**src/rtl/rr_mux_arbiter_if.sv**
```systemverilog
// rtl/rr_mux_arbiter_if.sv - requester/mux/consumer bus for rr_mux_arbiter
//
// Purpose: bundles the requester bank, the shared mux select/output and the
// downstream valid/ready handshake of the round-robin mux arbiter.
// Signals:
//   req       N     requester i has a word on mux input i
//   mux_sel   SELW  select driven into the shared mux
//   mux_out   W     shared mux output for mux_sel
//   gnt       N     one-hot pulse, word of requester i taken this edge
//   out_data  W     captured word
//   out_src   SELW  index of requester that produced out_data
//   out_valid 1     out_data/out_src valid
//   out_ready 1     consumer accepts when out_valid & out_ready
// Modports: master = arbiter side, slave = environment side.
interface rr_mux_arbiter_if #(
  parameter int N    = 8,
  parameter int W    = 4,
  parameter int SELW = 3
);
  logic [N-1:0]    req;
  logic [SELW-1:0] mux_sel;
  logic [W-1:0]    mux_out;
  logic [N-1:0]    gnt;
  logic [W-1:0]    out_data;
  logic [SELW-1:0] out_src;
  logic            out_valid;
  logic            out_ready;

  modport master (
    input  req,
    input  mux_out,
    input  out_ready,
    output mux_sel,
    output gnt,
    output out_data,
    output out_src,
    output out_valid
  );

  modport slave (
    output req,
    output mux_out,
    output out_ready,
    input  mux_sel,
    input  gnt,
    input  out_data,
    input  out_src,
    input  out_valid
  );
endinterface

```
**src/rtl/rr_mux_arbiter.sv**
```systemverilog
// rtl/rr_mux_arbiter.sv - round-robin arbiter sharing one N:1 mux among N requesters
//
// Purpose: picks one requester per cycle in round-robin order, steers the
// shared mux to it, captures the selected word into an output register and
// presents it downstream with a valid/ready handshake.
// Ports:
//   clk    in  clock, all state updates on rising edge
//   reset  in  synchronous, active-high; discards any pending word
//   bus    master modport of rr_mux_arbiter_if (req, mux_sel, mux_out, gnt,
//          out_data, out_src, out_valid, out_ready)
module rr_mux_arbiter #(
  parameter int N    = 8,
  parameter int W    = 4,
  parameter int SELW = 3
) (
  input  logic              clk,
  input  logic              reset,
  rr_mux_arbiter_if.master  bus
);

  typedef enum logic {IDLE, BUSY} state_t;

  state_t          state_q, state_d;
  logic [SELW-1:0] ptr_q, ptr_d;
  logic [SELW-1:0] held_q, held_d;
  logic [SELW-1:0] src_q, src_d;
  logic [W-1:0]    data_q, data_d;
  logic            valid_q, valid_d;

  logic [SELW-1:0] winner;
  logic [SELW-1:0] idx;
  logic            any_req;
  logic            take;

  // Scan offsets from far to near so the nearest requester at or after ptr
  // is the last assignment and therefore wins. Index arithmetic wraps
  // naturally because N is a power of two.
  always_comb begin
    winner  = ptr_q;
    idx     = ptr_q;
    any_req = 1'b0;
    for (int k = N - 1; k >= 0; k--) begin
      idx = ptr_q + SELW'(k);
      if (bus.req[idx]) begin
        winner  = idx;
        any_req = 1'b1;
      end
    end
  end

  // Reset is folded in so nothing is reported as taken on a reset edge.
  assign take = any_req & ~reset &
                ((state_q == IDLE) | (valid_q & bus.out_ready));

  always_comb begin
    bus.gnt = '0;
    if (take) begin
      bus.gnt[winner] = 1'b1;
    end
  end

  // Hold the last winner when idle or stalled so the mux input stays put.
  assign bus.mux_sel = take ? winner : held_q;

  always_comb begin
    state_d = state_q;
    ptr_d   = ptr_q;
    held_d  = held_q;
    src_d   = src_q;
    data_d  = data_q;
    valid_d = valid_q;
    if (take) begin
      data_d  = bus.mux_out;
      src_d   = winner;
      valid_d = 1'b1;
      ptr_d   = winner + SELW'(1);
      held_d  = winner;
      state_d = BUSY;
    end else if ((state_q == BUSY) && bus.out_ready) begin
      // Word consumed and nobody waiting.
      valid_d = 1'b0;
      state_d = IDLE;
    end
  end

  always_ff @(posedge clk) begin
    if (reset) begin
      state_q <= IDLE;
      ptr_q   <= '0;
      held_q  <= '0;
      src_q   <= '0;
      data_q  <= '0;
      valid_q <= 1'b0;
    end else begin
      state_q <= state_d;
      ptr_q   <= ptr_d;
      held_q  <= held_d;
      src_q   <= src_d;
      data_q  <= data_d;
      valid_q <= valid_d;
    end
  end

  assign bus.out_data  = data_q;
  assign bus.out_src   = src_q;
  assign bus.out_valid = valid_q;

endmodule

```
**src/flat_wrapper.sv**
```systemverilog
// flat-port wrapper written by rule: the top's interface ports become plain ports
module rr_mux_arbiter_flat 
#(
  parameter int N    = 8,
  parameter int W    = 4,
  parameter int SELW = 3
)
  (clk, reset, bus_req, bus_mux_out, bus_out_ready, bus_mux_sel, bus_gnt, bus_out_data, bus_out_src, bus_out_valid);
  rr_mux_arbiter_if #(.N(N), .W(W), .SELW(SELW)) bus_i ();
  input  logic clk;
  input  logic reset;
  input wire logic [$bits(bus_i.req)-1:0] bus_req;
  input wire logic [$bits(bus_i.mux_out)-1:0] bus_mux_out;
  input wire logic [$bits(bus_i.out_ready)-1:0] bus_out_ready;
  output wire logic [$bits(bus_i.mux_sel)-1:0] bus_mux_sel;
  output wire logic [$bits(bus_i.gnt)-1:0] bus_gnt;
  output wire logic [$bits(bus_i.out_data)-1:0] bus_out_data;
  output wire logic [$bits(bus_i.out_src)-1:0] bus_out_src;
  output wire logic [$bits(bus_i.out_valid)-1:0] bus_out_valid;
  assign bus_i.req = bus_req;
  assign bus_i.mux_out = bus_mux_out;
  assign bus_i.out_ready = bus_out_ready;
  assign bus_mux_sel = bus_i.mux_sel;
  assign bus_gnt = bus_i.gnt;
  assign bus_out_data = bus_i.out_data;
  assign bus_out_src = bus_i.out_src;
  assign bus_out_valid = bus_i.out_valid;
  rr_mux_arbiter #(.N(N), .W(W), .SELW(SELW)) u_core (.clk(clk), .reset(reset), .bus(bus_i));
endmodule
```
**config.mk**
```make
export PLATFORM = sky130hd
export DESIGN_NAME = rr_mux_arbiter_flat
export DESIGN_NICKNAME = d
export VERILOG_FILES = /design/src/rtl/rr_mux_arbiter_if.sv /design/src/rtl/rr_mux_arbiter.sv /design/src/flat_wrapper.sv
export SDC_FILE = /design/constraint.sdc
export NUM_CORES = 1
export LEC_CHECK = 0
export CORE_MARGIN = 2
export CORE_UTILIZATION = 45
export DETAILED_ROUTE_END_ITERATION = 8
export HOLD_SLACK_MARGIN = 0.02
export PLACE_DENSITY = 0.88
export RECOVER_POWER = 100
export REMOVE_ABC_BUFFERS = 1
export SLEW_MARGIN = 0
export SYNTH_ARGS = -nofsm -noshare
export SYNTH_HDL_FRONTEND = slang
export SYNTH_SLANG_ARGS = --single-unit
export TNS_END_PERCENT = 10
```
**constraint.sdc**
```tcl
create_clock -name clk -period 3.8 [get_ports clk]
set_input_delay 0.76 -clock clk [delete_from_list [all_inputs] [get_ports clk]]
set_output_delay 0.76 -clock clk [all_outputs]
set_load 0.02 [all_outputs]
```
==> metrics.cfg, run 1 <==
[outcome]
outcome=finished, violations left
violations=setup timing

[finish]
syn2layout_area_growth_pct=71.48
drive_gt1_frac=0.5282
multi_input_comb_area_um2=1242
layout.nets=266
layoutNonFillerInstCount=281
num_antenna_cells=0
register_area_um2=282.8
fillers=172

[route]
vias_per_cell=6.149
wl_met3_um=466
first_pass_iters=4
detail_route.wl_per_cell_um=19.70
dr.first_iter.drc_count=97
drc=0
met2WireLength_mm=2.740
met1Wirelength_mm=1.984
num_vias=1728
top_layer_used=met4
totalWireLength_mm=5.536
detail-route-antenna-nets=0

[power_and_ir_drop]
switchingPower_mw=1.285
clock_power_share=0.041
internal-power_mw=1.389
peakVddDrop_mv=0.7268
power_density_nw_per_um2=1125
p_comb_frac=0.878
netSwitchingFraction=0.4806
p_leak_nw=1.046
seq_power_share=0.082

[logic_synthesis]
synth.distinct_cells=51
ys.warnings.count=0
synthSimpleGateAreaFrac=0.2699
ys_async_sr_fraction=0
synth_compound_area_frac=0.1625
syn_area_per_cell_um2=8.665
synth_edf_count=0
ys.flop_type=dfxtp_1
yosysSeqAreaShare=0.2022
synthCells=160
yosys.area_share.adder=0.01805
ys_ff_latch=14
synth_area_um2=1386
yosys-mux-area-fraction=0.2563
synth_top_family_by_area=simple AND/OR/NAND/NOR gates
yosys.area_share.xor_xnor=0.03791

[critical_path]
slowest_stage=mux4_2
cp.arrival_ps=3190
path_cells=clkinv_4, ha_4, mux4_2, buf_6, nand2_2, nand4_1, buf_4, nor2_1, a31oi_2, buf_4, o22ai_2, nor2b_1, buf_4
crit_path_start=u_core.ptr_q[1]
required_ps=3040
end_kind=output port
crit_family=buffers and inverters
r2r-start=u_core.ptr_q[1]
path_common_cell=buf_4
start_kind=flip-flop
worstSetupPathType=reg2out
worst-path-buf-inv=5
critPathMaxFanout=5
cpPeakStageDelay_ps=560

[cts]
cts-buffers-inserted=3
root_buffer=clkbuf_4
clk_pin_slew_ps=70
clockBufferDepth=2
cts_sinks=14
cts_tree=yes
clk-insertion-delay-late_ps=290
htree_levels=1

[timing]
setup_ws_ps=-150.3
finalHoldWorstSlack_ps=447.1
hold_viol=0
min_period_ps=3950
fmax_mhz=253.1
drv_slew=0
post-route-period-util=1.040
tns_ps=-608.5
finalSetupViolCount=9
finalClockSkew_ps=11.45
tightest_slew_ps=489.1
slew_headroom=0.6739
rsz0062_at_grt=true

[floorplanning]
rows=20
dieWidth_um=59.51
io_pins=34
core_area_um2=3003
dieHeight_um=59.51
dieArea_um2=3541
start_util=0.4617

[global_route]
grt_pass1_vias=1585
grt_overflow=0
grt_usage=0.2701
grt_max_degree=15
grt_pass1_wl_mm=7.210
grt_antenna_before_repair=0

[place]
dp_hpwl_mm=2.966
place_inst=257
numPortBuffers=33
gp_congestion=0.9895

[hold_path]
hp-start=u_core.bus.out_src[0]
min_path_type=reg2reg

[flow_run]
maxCapViolCount=0

layout make-up:
type,instances,area share
Tap cell,33,0.01737
Sequential cell,14,0.1189
Clock buffer,4,0.01526
Inverter,6,0.01158
Multi-Input combinational cell,132,0.5226
Timing Repair Buffer,92,0.3142
synthesized netlist by cell type, types with 2 or more instances:
| cell | count | area share |
|---|---|---|
| nand2_1 | 20 | 0.054 |
| nor2_1 | 15 | 0.041 |
| dfxtp_1 | 14 | 0.20 |
| nand2b_1 | 10 | 0.045 |
| a21oi_1 | 8 | 0.029 |
| mux4_2 | 8 | 0.13 |
| nor3_1 | 7 | 0.025 |
| buf_2 | 5 | 0.018 |
| inv_1 | 5 | 0.014 |
| o21ai_0 | 5 | 0.018 |
| mux2_2 | 4 | 0.032 |
| mux2i_1 | 4 | 0.029 |
| nor3b_1 | 4 | 0.022 |
| nor2b_1 | 3 | 0.014 |
| xnor2_1 | 3 | 0.019 |
| xor2_1 | 3 | 0.019 |
| a21o_1 | 2 | 0.011 |
| and2_1 | 2 | 0.0090 |
| and3_1 | 2 | 0.0090 |
| clkbuf_1 | 2 | 0.0054 |
| ha_1 | 2 | 0.018 |
| mux4_1 | 2 | 0.038 |
| o22ai_1 | 2 | 0.0090 |
what timing repair did:
item / CTS / global route
resized for setup: 97 / 41
endpoints found under the setup margin: 11 / 11
gates cloned: 1 / 0
setup buffers: 14 / 5
hold buffers: 0 / 0
pin swaps: 11 / 13
worst min-delay path, stage by stage, from the launching register on:
cell and delay [ps]:
dfxtp_1 310, nand2_1 50, nand2_1 50
stage by stage:
step	instance area [um^2]	setup slack (ps)	util	power, mW
after global placement	2012	-727.0	0.6700	1.740
after CTS	2206	-41.22	0.7346	2.139
after floorplan	1335	-973.1	-	1.167
after detailed placement	2012	-814.4	0.6700	1.784
after global routing	2377	-195.8	0.7917	2.765
final	2377	-150.3	0.7917	2.674
logic make-up after synthesis:
group           count (synthesis)
buf+inv                        15
mux                            20
fa+ha+maj                       2
xor+xnor                        6
compound gates                 32
flops                          14
simple gates                   71
final timing paths:
kind	slack (ps)	endpoint	cells after the start
min reg2reg	450	u_core.bus.out_src[0]	2
min	450	u_core.bus.out_src[0]	2
max	-150	bus_gnt[2]	13
max reg2reg	590	u_core.ptr_q[2]	14
state kept, by name, summed over array words and instances (netlist names):
| name | count |
|---|---|
| u_core.bus.out_data | 4 |
| u_core.ptr_q | 3 |
| u_core.bus.out_src | 3 |
| u_core.state_q | 1 |
| u_core.held_q | 3 |
cell usage in the layout, fill, tap and decap left out, types with 2 or more instances in the layout:
cell	count
o21ai_0	5
mux2i_4	2
nor2_1	13
clkdlybuf4s50_1	6
nand2b_1	10
and2_1	2
xnor2_1	2
clkbuf_4	3
dfxtp_1	12
buf_4	59
mux4_2	9
o22ai_2	2
a21oi_1	7
nor3_1	6
nor2b_1	2
mux2_2	2
nand2_1	17
inv_1	4
a21o_1	2
xor2_1	2
and3_1	2
dfxtp_2	2
clkdlybuf4s15_2	2
buf_2	6
mux2i_1	2
nor3b_1	2
clkbuf_2	2
buf_6	9
nor2b_4	2
nand2_2	2
dlygate4sd3_1	8
mux2_4	3
power groups by stage:
stage                     Clock (mW)  Combinational (mW)  Sequential (mW)
after floorplan                    0               0.902            0.265
after global placement             0                1.53            0.210
after detailed placement           0                1.57            0.212
after CTS                      0.108                1.82            0.213
after global routing           0.118                2.43            0.220
final                          0.108                2.35            0.218
metal layers:
metal / up-vias / GRT usage
met5: - / 0
met4: 0 / 0.1111
met3: 36 / 0.08515
met2: 121 / 0.4427
met1: 809 / 0.3266
li1: 762 / -
Power figures use the tool's default switching activity.
==> inputs of run 2 (changes only) <==
--- a/config.mk
+++ b/config.mk
@@ -5,7 +5,7 @@
 export SDC_FILE = /design/constraint.sdc
 export NUM_CORES = 1
 export LEC_CHECK = 0
-export CORE_MARGIN = 2
+export CORE_MARGIN = 1
 export CORE_UTILIZATION = 45
 export DETAILED_ROUTE_END_ITERATION = 8
 export HOLD_SLACK_MARGIN = 0.02
==> metrics.cfg, run 2 (synthesized netlist as in run 1, its figures left out) <==
[outcome]
outcome=finished, violations left
violations=DRC, setup timing

[power_and_ir_drop]
peakVddDrop_mv=1.001  ; +38%
seq_power_share=0.076  ; -0.006
p_comb_frac=0.884  ; +0.006
p_leak_nw=1.068  ; +2.1%
switchingPower_mw=1.379  ; +7.3%
netSwitchingFraction=0.4731  ; -0.007464
finalPower_mw=2.915  ; +9.0%
internal-power_mw=1.536  ; +11%
clock_power_share=0.040  ; about the same
power_density_nw_per_um2=1200  ; +6.7%

[floorplanning]
dieWidth_um=57.51  ; -3.4%
io_pins=34  ; unchanged
start_util=0.4900  ; +0.02838
dieArea_um2=3307  ; -6.6%
dieHeight_um=57.51  ; -3.4%
rows=19  ; -5.0%
core_area_um2=2829  ; -5.8%

[finish]
register_area_um2=285.3  ; +0.89%
multi_input_comb_area_um2=1221  ; -1.7%
syn2layout_area_growth_pct=75.27
stdcell_area_um2=2430  ; +2.2%
layout.nets=268  ; +0.75%
largest_register_ffs=4  ; unchanged
layout_common_cells=buf_4, buf_6, nand2_1
final_common_cell=buf_4
num_antenna_cells=0  ; unchanged
drive_gt1_frac=0.5480  ; +0.01977
fillers=127  ; -26%
layoutNonFillerInstCount=281  ; unchanged

[global_route]
grt_max_degree=15  ; unchanged
grt_usage=0.3524  ; +0.08234
grt_antenna_before_repair=0  ; unchanged
grt_overflow=0  ; unchanged
grt_pass1_vias=1761  ; +11%
grt_pass1_wl_mm=8.783  ; +22%

[critical_path]
critPathMaxFanout=14  ; +9
end_kind=output port
reg2reg_to=u_core.ptr_q[2]
start_kind=flip-flop
reg2reg_depth=15  ; +1
cp.arrival_ps=3240  ; +50 ps
reg2reg_slack_ps=500  ; -90 ps
worstSetupPathType=reg2out
r2r-start=u_core.ptr_q[1]
required_ps=3040  ; about the same

[route]
num_vias=1836  ; +6.3%
drc=4  ; +4
dr.first_iter.drc_count=163  ; +68%
detail-route-antenna-nets=0  ; unchanged
totalWireLength_mm=6.872  ; +24%
detail_route.wl_per_cell_um=24.46  ; +24%
first_pass_iters=8  ; +4
vias_per_cell=6.534  ; +6.3%

[timing]
finalClockSkew_ps=12.19  ; +0.7435 ps
drv_slew=0  ; unchanged
fmax_mhz=249.7  ; -1.4%
min_period_ps=4005  ; +54.43 ps
tightest_slew_ps=515.0  ; +25.90 ps
setup_ws_ps=-204.7  ; -54.43 ps
finalSetupViolCount=11  ; +2
post-route-period-util=1.054  ; +0.01432
finalHoldWorstSlack_ps=486.8  ; +39.63 ps
slew_headroom=0.6556  ; -0.01833
rsz0062_at_grt=true
hold_viol=0  ; unchanged

[cts]
cts_sinks=14  ; unchanged
clk_pin_slew_ps=100  ; +30 ps
root_buffer=clkbuf_4
clockBufferDepth=2  ; unchanged
htree_levels=1  ; unchanged
clk-insertion-delay-late_ps=300  ; about the same
cts_tree=yes
cts-buffers-inserted=3  ; unchanged

[place]
place_ws_ps=-972.4  ; -158.0 ps
gp_congestion=0.8338  ; -16%
dp_hpwl_mm=3.284  ; +11%
placed_cell_area_um2=2029  ; +0.87%
numPortBuffers=33  ; unchanged
place_inst=256  ; -0.39%

[hold_path]
hp-start=u_core.bus.out_data[1]
min_path_type=reg2reg
hold_end=u_core.bus.out_data[1]
whs_path_depth=2  ; unchanged

[flow_run]
maxCapViolCount=0  ; unchanged

==> run 2: per-layer routing <==
metal | GRT usage | up-vias | part of all wire
li1 | - | 771 | -
met1 | 0.4294 | 836 | 0.35
met2 | 0.6096 | 179 | 0.48
met3 | 0.07710 | 50 | 0.11
met4 | 0.1254 | 0 | 0.062
met5 | 0 | - | 0
==> run 2: what timing repair did <==
item | CTS | global route
resized for setup | 133 | 20
hold buffers | 0 | 0
setup endpoints to repair | 11 | 11
pin swaps | 13 | 8
buffers inserted | 18 | 3
cloned | 0 | 0
==> run 2: final cells by class <==
class | instances | area share
multi-input cells | 131 | 0.5026
flip-flops and latches | 14 | 0.1174
repair buffers | 95 | 0.3378
inverters | 6 | 0.01133
clock buffers | 4 | 0.01493
well taps | 31 | 0.01596
==> run 2: critical path: stages (launching register included) <==
cell and delay, ps:
dfxtp_4 380, buf_4 110, buf_6 160, ha_2 260, xor2_4 230, buf_4 190
mux2i_4 260, nand4_1 160, buf_4 170, nor2_1 170, a31oi_2 80, o22ai_4 280
buf_6 180, and3_4 190, buf_6 110
==> run 2: power groups by stage <==
stage | sequential, mW | combinational, mW | clock [mW]
3_5_place_dp | 0.212 | 1.70 | 0
5_1_grt | 0.223 | 2.65 | 0.119
2_1_floorplan | 0.265 | 0.902 | 0
6_report | 0.222 | 2.58 | 0.116
3_3_place_gp | 0.209 | 1.65 | 0
4_1_cts | 0.213 | 2.20 | 0.110
==> run 2: worst max path at each step <==
stage	start	to	slack, ps	cells past startpoint
global placement	bus_req[1]	bus_gnt[3]	-880	8
global route	u_core.ptr_q[1]	bus_gnt[3]	-200	14
CTS	u_core.ptr_q[1]	bus_gnt[7]	-50	11
finish	u_core.ptr_q[1]	bus_gnt[3]	-200	14
floorplan	u_core.ptr_q[1]	bus_gnt[5]	-970	8
detailed placement	bus_req[0]	bus_gnt[3]	-970	8
==> run 2: through the flow <==
step	util	TNS [ps]
6_report	0.8589	-1439
5_1_grt	0.8589	-1741
4_1_cts	0.8231	-208.8
3_5_place_dp	0.7174	-9655
3_3_place_gp	0.7174	-8727
2_1_floorplan	-	-8008
